==> src/rtl/branch_ctrl_if.sv <==
// Bus between the ID-stage branch controller and the surrounding pipeline.
// master = pipeline side, slave = branch_ctrl.
interface branch_ctrl_if #(
    parameter int CNT_W = 16
);
    logic [31:0]      if_pc;
    logic             pred_taken;
    logic             id_valid;
    logic             id_is_branch;
    logic [2:0]       id_br_type;
    logic [31:0]      id_pc;
    logic [31:0]      id_target;
    logic             id_pred_taken;
    logic             opnd_ready;
    logic [1:0]       cmp_result;
    logic             cmp_zero_mode;
    logic             stall;
    logic             flush;
    logic             redirect_valid;
    logic [31:0]      redirect_pc;
    logic [CNT_W-1:0] mispredict_cnt;

    modport master (
        output if_pc, id_valid, id_is_branch, id_br_type, id_pc, id_target,
               id_pred_taken, opnd_ready, cmp_result,
        input  pred_taken, cmp_zero_mode, stall, flush, redirect_valid,
               redirect_pc, mispredict_cnt
    );

    modport slave (
        input  if_pc, id_valid, id_is_branch, id_br_type, id_pc, id_target,
               id_pred_taken, opnd_ready, cmp_result,
        output pred_taken, cmp_zero_mode, stall, flush, redirect_valid,
               redirect_pc, mispredict_cnt
    );
endinterface

==> src/rtl/branch_ctrl.sv <==
// ID-stage branch resolution: operand-wait stall, taken decode, 2-bit BHT
// prediction/update, one-cycle flush+redirect on mispredict, mispredict counter.
module branch_ctrl #(
    parameter int IDX_W = 4,
    parameter int CNT_W = 16
) (
    input  logic          clk,
    input  logic          rst_n,
    branch_ctrl_if.slave  bus
);
    localparam int unsigned DEPTH = 1 << IDX_W;

    localparam logic [1:0] S_IDLE  = 2'd0;
    localparam logic [1:0] S_WAIT  = 2'd1;
    localparam logic [1:0] S_FLUSH = 2'd2;

    logic [1:0]       r_state;
    logic [1:0]       w_state_nxt;
    logic [1:0]       r_bht [DEPTH];
    logic             r_flush;
    logic             r_redirect_valid;
    logic [31:0]      r_redirect_pc;
    logic [CNT_W-1:0] r_cnt;

    logic             w_br;
    logic             w_active;
    logic             w_taken;
    logic             w_resolve;
    logic             w_mispredict;
    logic             w_eq, w_lt, w_gt;
    logic [IDX_W-1:0] w_ridx;
    logic [IDX_W-1:0] w_widx;
    logic [1:0]       w_ctr;
    logic             w_unused;

    assign w_br     = bus.id_valid & bus.id_is_branch & (bus.id_br_type <= 3'd5);
    assign w_active = (r_state != S_FLUSH);
    assign w_eq     = (bus.cmp_result == 2'b01);
    assign w_lt     = (bus.cmp_result == 2'b10);
    assign w_gt     = (bus.cmp_result == 2'b11);
    assign w_ridx   = bus.if_pc[IDX_W+1:2];
    assign w_widx   = bus.id_pc[IDX_W+1:2];
    assign w_ctr    = r_bht[w_widx];
    assign w_unused = ^{bus.if_pc[31:IDX_W+2], bus.if_pc[1:0]};

    // A comparator result of "none" never yields taken, even for BNE.
    always_comb begin
        w_taken = 1'b0;
        case (bus.id_br_type)
            3'd0:    w_taken = w_eq;
            3'd1:    w_taken = ~w_eq;
            3'd2:    w_taken = w_eq | w_lt;
            3'd3:    w_taken = w_gt;
            3'd4:    w_taken = w_lt;
            3'd5:    w_taken = w_eq | w_gt;
            default: w_taken = 1'b0;
        endcase
        if (bus.cmp_result == 2'b00)
            w_taken = 1'b0;
    end

    assign w_resolve    = w_active & w_br & bus.opnd_ready;
    assign w_mispredict = w_taken ^ bus.id_pred_taken;

    assign bus.stall          = w_active & w_br & ~bus.opnd_ready;
    assign bus.cmp_zero_mode  = (bus.id_br_type >= 3'd2);
    assign bus.pred_taken     = r_bht[w_ridx][1];
    assign bus.flush          = r_flush;
    assign bus.redirect_valid = r_redirect_valid;
    assign bus.redirect_pc    = r_redirect_pc;
    assign bus.mispredict_cnt = r_cnt;

    always_comb begin
        w_state_nxt = S_IDLE;
        if (!w_active)
            w_state_nxt = S_IDLE;
        else if (w_resolve)
            w_state_nxt = w_mispredict ? S_FLUSH : S_IDLE;
        else if (w_br)
            w_state_nxt = S_WAIT;
    end

    always_ff @(posedge clk or negedge rst_n) begin
        if (!rst_n) begin
            r_state          <= S_IDLE;
            r_flush          <= 1'b0;
            r_redirect_valid <= 1'b0;
            r_redirect_pc    <= '0;
            r_cnt            <= '0;
            for (int unsigned i = 0; i < DEPTH; i++)
                r_bht[i] <= 2'b01;
        end else begin
            r_state          <= w_state_nxt;
            r_flush          <= w_resolve & w_mispredict;
            r_redirect_valid <= w_resolve & w_mispredict;
            if (w_resolve) begin
                r_redirect_pc <= w_taken ? bus.id_target : bus.id_pc + 32'd4;
                if (w_taken && w_ctr != 2'b11)
                    r_bht[w_widx] <= w_ctr + 2'd1;
                else if (!w_taken && w_ctr != 2'b00)
                    r_bht[w_widx] <= w_ctr - 2'd1;
                if (w_mispredict && r_cnt != '1)
                    r_cnt <= r_cnt + 1'b1;
            end
        end
    end
endmodule
==> src/flat_wrapper.sv <==
// flat-port wrapper written by rule: the top's interface ports become plain ports
module branch_ctrl_flat 
#(
    parameter int IDX_W = 4,
    parameter int CNT_W = 16
)
  (clk, rst_n, bus_if_pc, bus_id_valid, bus_id_is_branch, bus_id_br_type, bus_id_pc, bus_id_target, bus_id_pred_taken, bus_opnd_ready, bus_cmp_result, bus_pred_taken, bus_cmp_zero_mode, bus_stall, bus_flush, bus_redirect_valid, bus_redirect_pc, bus_mispredict_cnt);
  branch_ctrl_if #(.CNT_W(CNT_W)) bus_i ();
  input  logic clk;
  input  logic rst_n;
  input wire logic [$bits(bus_i.if_pc)-1:0] bus_if_pc;
  input wire logic [$bits(bus_i.id_valid)-1:0] bus_id_valid;
  input wire logic [$bits(bus_i.id_is_branch)-1:0] bus_id_is_branch;
  input wire logic [$bits(bus_i.id_br_type)-1:0] bus_id_br_type;
  input wire logic [$bits(bus_i.id_pc)-1:0] bus_id_pc;
  input wire logic [$bits(bus_i.id_target)-1:0] bus_id_target;
  input wire logic [$bits(bus_i.id_pred_taken)-1:0] bus_id_pred_taken;
  input wire logic [$bits(bus_i.opnd_ready)-1:0] bus_opnd_ready;
  input wire logic [$bits(bus_i.cmp_result)-1:0] bus_cmp_result;
  output wire logic [$bits(bus_i.pred_taken)-1:0] bus_pred_taken;
  output wire logic [$bits(bus_i.cmp_zero_mode)-1:0] bus_cmp_zero_mode;
  output wire logic [$bits(bus_i.stall)-1:0] bus_stall;
  output wire logic [$bits(bus_i.flush)-1:0] bus_flush;
  output wire logic [$bits(bus_i.redirect_valid)-1:0] bus_redirect_valid;
  output wire logic [$bits(bus_i.redirect_pc)-1:0] bus_redirect_pc;
  output wire logic [$bits(bus_i.mispredict_cnt)-1:0] bus_mispredict_cnt;
  assign bus_i.if_pc = bus_if_pc;
  assign bus_i.id_valid = bus_id_valid;
  assign bus_i.id_is_branch = bus_id_is_branch;
  assign bus_i.id_br_type = bus_id_br_type;
  assign bus_i.id_pc = bus_id_pc;
  assign bus_i.id_target = bus_id_target;
  assign bus_i.id_pred_taken = bus_id_pred_taken;
  assign bus_i.opnd_ready = bus_opnd_ready;
  assign bus_i.cmp_result = bus_cmp_result;
  assign bus_pred_taken = bus_i.pred_taken;
  assign bus_cmp_zero_mode = bus_i.cmp_zero_mode;
  assign bus_stall = bus_i.stall;
  assign bus_flush = bus_i.flush;
  assign bus_redirect_valid = bus_i.redirect_valid;
  assign bus_redirect_pc = bus_i.redirect_pc;
  assign bus_mispredict_cnt = bus_i.mispredict_cnt;
  branch_ctrl #(.IDX_W(IDX_W), .CNT_W(CNT_W)) u_core (.clk(clk), .rst_n(rst_n), .bus(bus_i));
endmodule
==> config.mk <==
export PLATFORM = sky130hd
export DESIGN_NAME = branch_ctrl_flat
export DESIGN_NICKNAME = d
export VERILOG_FILES = /design/src/rtl/branch_ctrl_if.sv /design/src/rtl/branch_ctrl.sv /design/src/flat_wrapper.sv
export SDC_FILE = /design/constraint.sdc
export NUM_CORES = 1
export LEC_CHECK = 0
export ABC_AREA = 1
export CORE_UTILIZATION = 40
export DETAILED_ROUTE_END_ITERATION = 16
export HOLD_SLACK_MARGIN = 0.08
export PLACE_DENSITY = 0.68
export SLEW_MARGIN = 20
export SYNTH_ARGS = -nofsm -noshare
export SYNTH_HDL_FRONTEND = slang
export SYNTH_SLANG_ARGS = --single-unit
==> constraint.sdc <==
create_clock -name clk -period 2.7 [get_ports clk]
set_input_delay 0.81 -clock clk [delete_from_list [all_inputs] [get_ports clk]]
set_output_delay 0.81 -clock clk [all_outputs]
set_load 0.05 [all_outputs]
==> flow_summary.json <==
{
  "status": "finished, final reports clean",
  "num-nets-final": 1210,
  "synth_nets": 1023,
  "drc": 0,
  "first_global_vias": 6309,
  "cts_tree": "built",
  "clock_path_buffers": 2,
  "n_antenna_cell": 0,
  "ir_drop_mv": 0.3147,
  "final_cells": 1285,
  "synth_edf_count": 0,
  "dp_cells": 1268,
  "postSynthCellCount": 909,
  "die_w_um": 124.3,
  "hold_violations": 0,
  "startpoint_type": "primary input",
  "ys.warnings.count": 0,
  "area_growth_pct": 41.85,
  "drt_first_iter_violations": 495,
  "hpwlAfterDp_um": 13800,
  "setup_viol": 0,
  "cp_max_fo": 2,
  "wl_um": 18700,
  "worst-endpoint-arrival_ns": 1.82,
  "antenna_found_initial": 0,
  "end_kind": "output port",
  "synthArstFlopShare": 1.000,
  "num_rows": 44,
  "slew_viol_final": 0,
  "h-tree-depth": 3,
  "ant_nets": 0,
  "max_freq_ghz": 0.3799,
  "synth_area_leaders": "dfrtp_1, nand2_1, nand3_1",
  "p_per_area_mw_per_mm2": 528.9,
  "core_mm2": 0.01453,
  "skew_ns": 0.01139,
  "drive_above_1_share": 0.1390,
  "grt_max_degree": 53,
  "holdCritPathClass": "primary input to asynchronous set/reset pin",
  "ys_ff_latch": 83,
  "grt_pass1_wl_um": 31450,
  "critical_path_class": "primary input to output port",
  "ff2ff_setup_slack_ns": 0.66,
  "cts_setup_buffers": 0,
  "clock-sinks": 83,
  "relSlewSlack": 0.6370,
  "via_per_inst": 5.124,
  "cts-buffers-inserted": 9,
  "tightestPinTransition_ns": 0.5428,
  "clock_latency_ns": 0.36,
  "grt_overflow": 0,
  "first_pass_iters": 5,
  "cp.required_ns": 1.89,
  "io_pins": 160,
  "route.detailed.wl_per_inst_um": 14.55,
  "cts.clk_slew.worst_paths_ns": 0.07,
  "total_leakage_power_nw": 4.175,
  "die_h_um": 124.3,
  "synth_cell_types": 38,
  "min_period_ns": 2.632,
  "yosysSeqAreaShare": 0.3507,
  "clock-root-buffer": "clkbuf_16",
  "io_buffers": 131,
  "synthDominantCellAreaShare": 0.2804,
  "utilization": 0.5836,
  "place_congestion": 0.9056,
  "synth_area_leader_cell": "dfrtp_1",
  "cap_viol_max_count": 0,
  "grt.total_usage": 0.2493,
  "ys.flop_type": "dfrtp_1",
  "initial_core_util": 0.4114,
  "netlist_area_mm2": 0.005979,
  "syn_avg_cell_area_um2": 6.578,
  "dieArea_mm2": 0.01544,
  "post-route-period-util": 0.9750,
  "hold_buffers": 0,
  "vias": 6584
}
## worst max-delay path, cell delays in order
cell             delay (ns)
clkdlybuf4s50_1        0.46
o21a_1                 0.15
nand3_1                0.11
nor2_2                 0.15
buf_12                 0.15
## layout by cell type (no fill, tap or decap), types with 4 or more instances in the layout
cell / count
inv_6: 4
a21oi_1: 16
dlymetal6s2s_1: 4
o21ai_1: 21
nand2_2: 4
buf_12: 9
inv_1: 71
nand3_1: 114
nand4_1: 25
nand2_1: 325
dfrtp_1: 67
buf_4: 73
xnor2_1: 7
o21ai_0: 24
clkbuf_16: 10
xor2_1: 16
o21bai_1: 4
o211ai_1: 10
nor2_1: 91
clkdlybuf4s50_1: 120
ha_1: 6
dfstp_2: 16
nor3_1: 11
nand3b_1: 9
## what timing repair did
item,4_1_cts,5_1_grt
resized for setup,15,23
endpoints found under the setup margin,32,41
pin swaps,3,6
hold endpoints to repair,0,0
cloned,1,1
## power breakdown
group / internal [mW] / switching, mW
Combinational: 0.609 / 1.02
Sequential: 1.42 / 0.119
Clock: 0.732 / 0.583
## final timing paths
path,start,end,cells after the start
setup / recovery,bus_id_is_branch,bus_stall,5
max in group asynchronous,rst_n,asynchronous set/reset pin,2
hold reg to reg,flop,flop,2
setup reg to reg,u_core.r_bht[5],u_core.r_bht[21],16
hold / removal,rst_n,u_core.bus.redirect_pc[19],1
min in group clk,flop,flop,2
## per-stage QoR
stage          setup TNS [ns]  power [mW]  cell area (µm²)  worst slack (ns)  hold WS (ns)
5_1_grt              -0.01297       4.682             8482          -0.01297        0.4388
2_1_floorplan               0       2.478             6052           0.03445        0.4475
3_3_place_gp           -16.12       3.142             8077           -0.4490        0.4583
4_1_cts                     0       4.498             8427          0.004104        0.4133
3_5_place_dp           -16.38       3.161             8077           -0.4606        0.4608
6_report                    0       4.486             8482           0.06760        0.4061
## cells in the mapped netlist (4+ instances only)
master and number:
nand3b_1 9, nand3_1 114, o21ai_0 40, nand2_1 326, nand4_1 25, buf_2 7
o211ai_1 10, dfrtp_1 67, clkbuf_1 20, ha_1 7, mux2i_1 4, xnor2_1 7
xor2_1 16, inv_1 74, o21bai_1 4, nor3_1 11, dfstp_2 16, nand4_2 4
nor2_1 93, buf_4 6, o21ai_1 6, a21oi_1 17
## per-layer routing
| metal | global-route usage | share of wire | wire, µm | up-vias |
|---|---|---|---|---|
| met2 | 0.4020 | 0.46 | 8593 | 243 |
| met4 | 0.09568 | 0.019 | 363 | 0 |
| met1 | 0.3388 | 0.46 | 8607 | 3003 |
| met3 | 0.03308 | 0.061 | 1134 | 26 |
| met5 | 0 | 0 | 0 | - |
| li1 | - | - | - | 3312 |
## area by class of cell
class | count | area, µm²
inverter | 77 | 297.8
multi-input combinational | 712 | 3476
timing repair buffer | 213 | 2076
fill | 1397 | 6052
tap | 184 | 230.2
sequential | 83 | 2097
clock inverter | 7 | 80.08
clock buffer | 9 | 225.2
## logic make-up after synthesis
| kind of cell | count (synthesis) | synth area share |
|---|---|---|
| muxes | 4 | 0.006696 |
| DFF | 83 | 0.3507 |
| and+or+nand+nor | 598 | 0.4405 |
| buffers and inverters | 114 | 0.07930 |
| xor gates and xnor gates | 23 | 0.03369 |
| AOI/OAI and AO/OA | 80 | 0.07449 |
| adders and majority gates | 7 | 0.01465 |
No activity file was read; power rests on OpenSTA's default activity.
==> edit 1, RTL diff (same flow settings) <==
`IDX_W` is set to 4 in 2 places; all go to 5.
--- a/src/rtl/branch_ctrl.sv
+++ b/src/rtl/branch_ctrl.sv
@@ -1,7 +1,7 @@
 // ID-stage branch resolution: operand-wait stall, taken decode, 2-bit BHT
 // prediction/update, one-cycle flush+redirect on mispredict, mispredict counter.
 module branch_ctrl #(
-    parameter int IDX_W = 4,
+    parameter int IDX_W = 5,
     parameter int CNT_W = 16
 ) (
     input  logic          clk,
--- a/src/flat_wrapper.sv
+++ b/src/flat_wrapper.sv
@@ -1,7 +1,7 @@
 // flat-port wrapper written by rule: the top's interface ports become plain ports
 module branch_ctrl_flat 
 #(
-    parameter int IDX_W = 4,
+    parameter int IDX_W = 5,
     parameter int CNT_W = 16
 )
   (clk, rst_n, bus_if_pc, bus_id_valid, bus_id_is_branch, bus_id_br_type, bus_id_pc, bus_id_target, bus_id_pred_taken, bus_opnd_ready, bus_cmp_result, bus_pred_taken, bus_cmp_zero_mode, bus_stall, bus_flush, bus_redirect_valid, bus_redirect_pc, bus_mispredict_cnt);
Function: changed (a bounded check fails within 4 cycles, from zero or initial values and one cycle with rst_n low).
==> edit 1 against the original RTL <==
- wire length increased by 43%
- clock skew fell by 1.7 ps
- utilization grew 2.2 points
- worst setup slack got worse by 62 ps
- global-route usage up 2.4 points
- power grew 48%
- hold slack lost 21 ps
- count of clock-buffer cells in the layout rose by 12
- cell area grew 35%
- via count grew 33%
- sequential cell count rose by 32
- first-iteration DRC count increased by 85%
- synthesized area increased by 31%
==> edit 1: results (changes against the original RTL) <==
[worst_setup_path]
cp_slowest_cell=a21oi_2
arrival_ps=1880  ; +60 ps
slowest_delay_ps=150  ; -310 ps
worst-path-max-fanout=5  ; +3

[route]
viasPerCell=5.273  ; +2.9%
drt-initial-drc-count=915  ; +85%
dr_total_vias=8742  ; +33%
avgRoutedWirePerCell_um=16.14  ; +11%
drtPass1Iterations=6  ; +1

[synth]
yosys-top-cells-area=dfrtp_1 27%, nand2_1 19%, dfstp_2 11%
syn-num-nets=1281  ; +25%
synthTopCellsByCount=395 x nand2_1, 135 x nor2_1, 131 x nand3_1
synth.distinct_cells=42  ; +11%
syn_inst=1167  ; +28%

[placed_design]
pre_cts_ws_ps=-720.9  ; -260.3 ps
placedCellCount=1605  ; +27%
dpl-instance-area_um2=10170  ; +26%
gp_congestion=0.9449  ; +4.3%
hpwl_um=18010  ; +31%

[cells_and_area]
fill_cells=1704  ; +22%
seqCellArea_um2=2918  ; +39%
drive_above_1_share_pct=20.46  ; +6.6 points
nets=1499  ; +24%

[power]
leakagePower_uw=0.005326  ; +28%
switching_share_pct=33.52  ; -5.0 points
peakVddDrop_mv=0.4145  ; +32%

[global_routing]
grt_pass1_vias=8143  ; +29%
grt_pass1_wl_um=42670  ; +36%
grt_start_max_net_pins=73  ; +38%

[clock_network]
worstSkewPairLatency_ps=420  ; +60 ps
cts_made_buffers=17  ; +8
cts_resized=69  ; +54
clk_pin_slew_worst_paths_ps=50  ; -20 ps

[sta]
clock_skew_ps=9.684  ; -1.703 ps
tightest_slew_ps=595.1  ; +52.33 ps

[outcome]
status=finished, final reports clean

edit 1: cell types whose count changed after synthesis, moves of 5 or more:
cell and delta:
a21oi_1 +5, buf_2 +9, buf_4 +5, dfrtp_1 +16, dfstp_2 +16, nand2_1 +69, nand3_1 +17, nand3_2 +5
nand4_1 -13, nor2_1 +42, o21ai_0 +31, o21ai_1 +32, o22ai_1 +6
edit 1: metal layers:
metal	up-vias	GRT usage (%)	part of all wire [%]
met4	0	8.659	2.2
met5	-	0	0
met3	61	6.514	9.1
met2	403	43.14	46
li1	4239	-	-
met1	4039	36.86	42
edit 1: power by group through the flow:
stage          logic (uW)  clock network (uW)  registers (uW)
2_1_floorplan         636                   0            2490
3_3_place_gp         1830                   0            2060
3_5_place_dp         1860                   0            2060
4_1_cts              1960                2600            2040
5_1_grt              2130                2690            2060
6_report             2010                2570            2040
edit 1: final timing paths:
kind	start	endpoint	slack [ps]	cells after the start
setup / recovery	bus_if_pc[2]	bus_pred_taken	5	11
hold / removal	rst_n	u_core.r_bht[29]	390	2
min in group clk	flip-flop	flip-flop	470	2
setup reg to reg	u_core.r_bht[7]	u_core.r_bht[47]	330	18
max in group asynchronous	rst_n	u_core.r_bht[9]	1780	2
hold reg to reg	flip-flop	flip-flop	470	2
edit 1: layout make-up:
| type | count | area share, % |
|---|---|---|
| tap | 260 | 2.832 |
| sequential | 115 | 25.40 |
| clock inverter | 11 | 1.721 |
| timing repair buffer | 254 | 23.09 |
| multi-input combinational | 913 | 39.96 |
| inverter | 84 | 2.908 |
| clock buffer | 21 | 4.095 |
edit 1: kinds of logic (layout without fill, tap and decap cells):
kind of cell    Yosys count  in the layout  synth area share, %
fa+ha+maj                 7              7                1.119
buf+inv                 139            370                7.835
simple gates            723            723                39.99
xor+xnor                 24             24                2.686
compound gates          159            159                11.08
flops                   115            115                37.29
==> edit 2, RTL diff (same settings) <==
Without the edit above. Register the output `bus.pred_taken`; this adds one clock of latency there.
--- a/src/rtl/branch_ctrl.sv
+++ b/src/rtl/branch_ctrl.sv
@@ -64,7 +64,9 @@
 
     assign bus.stall          = w_active & w_br & ~bus.opnd_ready;
     assign bus.cmp_zero_mode  = (bus.id_br_type >= 3'd2);
-    assign bus.pred_taken     = r_bht[w_ridx][1];
+    always_ff @(posedge clk) begin
+        bus.pred_taken <= r_bht[w_ridx][1];
+    end
     assign bus.flush          = r_flush;
     assign bus.redirect_valid = r_redirect_valid;
     assign bus.redirect_pc    = r_redirect_pc;
Function: changed (Yosys sat finds a counterexample within 4 cycles, from zero or initial values and one cycle with rst_n low).
==> edit 2 against the original RTL <==
- sequential cell count up 1
- sequential share of layout area up 0.46 points
- clock skew hardly changed
- worst setup slack improved by 14 ps
- power increased by 0.62%
- wire length down 0.79%
- synthesized area rose by 0.33%
- hold slack worse by 15 ps
- critical path depth is the same
- cell area decreased by 0.90%
==> edit 2: results (changes against the original RTL) <==
[placed_design]
gp_congestion=0.9212  ; +1.7%
dpl-instance-area_um2=8026  ; -0.62%
hpwl_um=13730  ; -0.50%
pre_cts_ws_ps=-396.6  ; +64.05 ps

[global_routing]
grt_pass1_vias=6110  ; -3.2%
grt_pass1_wl_um=30540  ; -2.9%
track_usage_pct=24.36  ; -0.57 points
antenna_found_initial=0  ; unchanged

[route]
viasPerCell=5.085  ; -0.77%
drt_wl_total_um=18550  ; -0.79%

[synth]
ys.flop_type=dfrtp_1
synth_mux_area_share_pct=0.6674  ; -0.0022 points
synth_seq_area_share_pct=35.29  ; +0.22 points
yosys-top-cells-area=dfrtp_1 28%, nand2_1 20%, nand3_1 9.5%
syn-num-nets=1024  ; +0.098%
synth_xor_area_share_pct=3.358  ; -0.011 points
async_flop_share_pct=98.81  ; -1.2 points
synth_compound_area_share_pct=7.424  ; -0.025 points
synthAdderAreaFrac_pct=1.460  ; -0.0049 points
synth.distinct_cells=39  ; +2.6%

[worst_setup_path]
worst-path-max-fanout=4  ; +2
cp_slowest_cell=clkdlybuf4s50_1
crit_path_start=bus_id_br_type[1]
slowest_delay_ps=480  ; +20 ps

[power]
peakVddDrop_mv=0.3638  ; +16%
leakagePower_uw=0.004128  ; -1.1%
switchingPower_uw=1706  ; -1.2%

[cells_and_area]
drive_above_1_share_pct=12.43  ; -1.5 points
nets=1203  ; -0.58%

[sta]
tightest_slew_ps=542.4  ; -0.4218 ps
clock_skew_ps=10.96  ; -0.4276 ps

[outcome]
status=finished, final reports clean

edit 2: power groups by stage:
stage	registers, uW	logic, uW	clock network [uW]
after floorplan	2010	484	0
after global placement	1570	1570	0
after detailed placement	1570	1580	0
after CTS	1550	1590	1380
after global routing	1570	1700	1430
final	1550	1600	1360
edit 2: metrics by stage:
| step | instances | hold WS, ps |
|---|---|---|
| after floorplan | 910 | 447.5 |
| after global placement | 1261 | 457.1 |
| after detailed placement | 1261 | 458.5 |
| after CTS | 1277 | 415.6 |
| after global routing | 1278 | 429.0 |
| final | 1278 | 391.5 |
edit 2: layout make-up:
class	instances	area, um2
clock buffers	11	252.7
clock inverters	5	66.31
fillers	1406	6183
inverters	77	297.8
multi-input cells	712	3445
flip-flops and latches	84	2117
well taps	184	230.2
repair buffers	205	1997
edit 2: per-layer routing:
layer,GRT usage (%),wire [um],vias to the layer above
met2,39.06,8387,189
li1,-,-,3302
met1,33.61,8879,2974
met3,3.222,879,33
met5,0,0,-
met4,8.505,405,0
edit 2: what timing repair did:
action	4_1_cts	5_1_grt
buffers inserted	0	0
hold buffers	0	0
endpoints found under the setup margin	9	40
gates resized for setup	3	7
gates cloned	0	1
edit 2: final timing paths:
path,depth (start not counted),to,slack (ps)
setup reg to reg,12,u_core.r_bht[31],720
hold / removal,1,u_core.r_state[0],390
hold reg to reg,2,flip-flop,470
max in group asynchronous,2,asynchronous set/reset pin,1700
min in group clk,2,flip-flop,470
setup / recovery,5,bus_stall,80
edit 2: critical path, delay by kind of cell:
kind	cells	cell delay, ps
buf+inv	2	630
simple gates	3	370
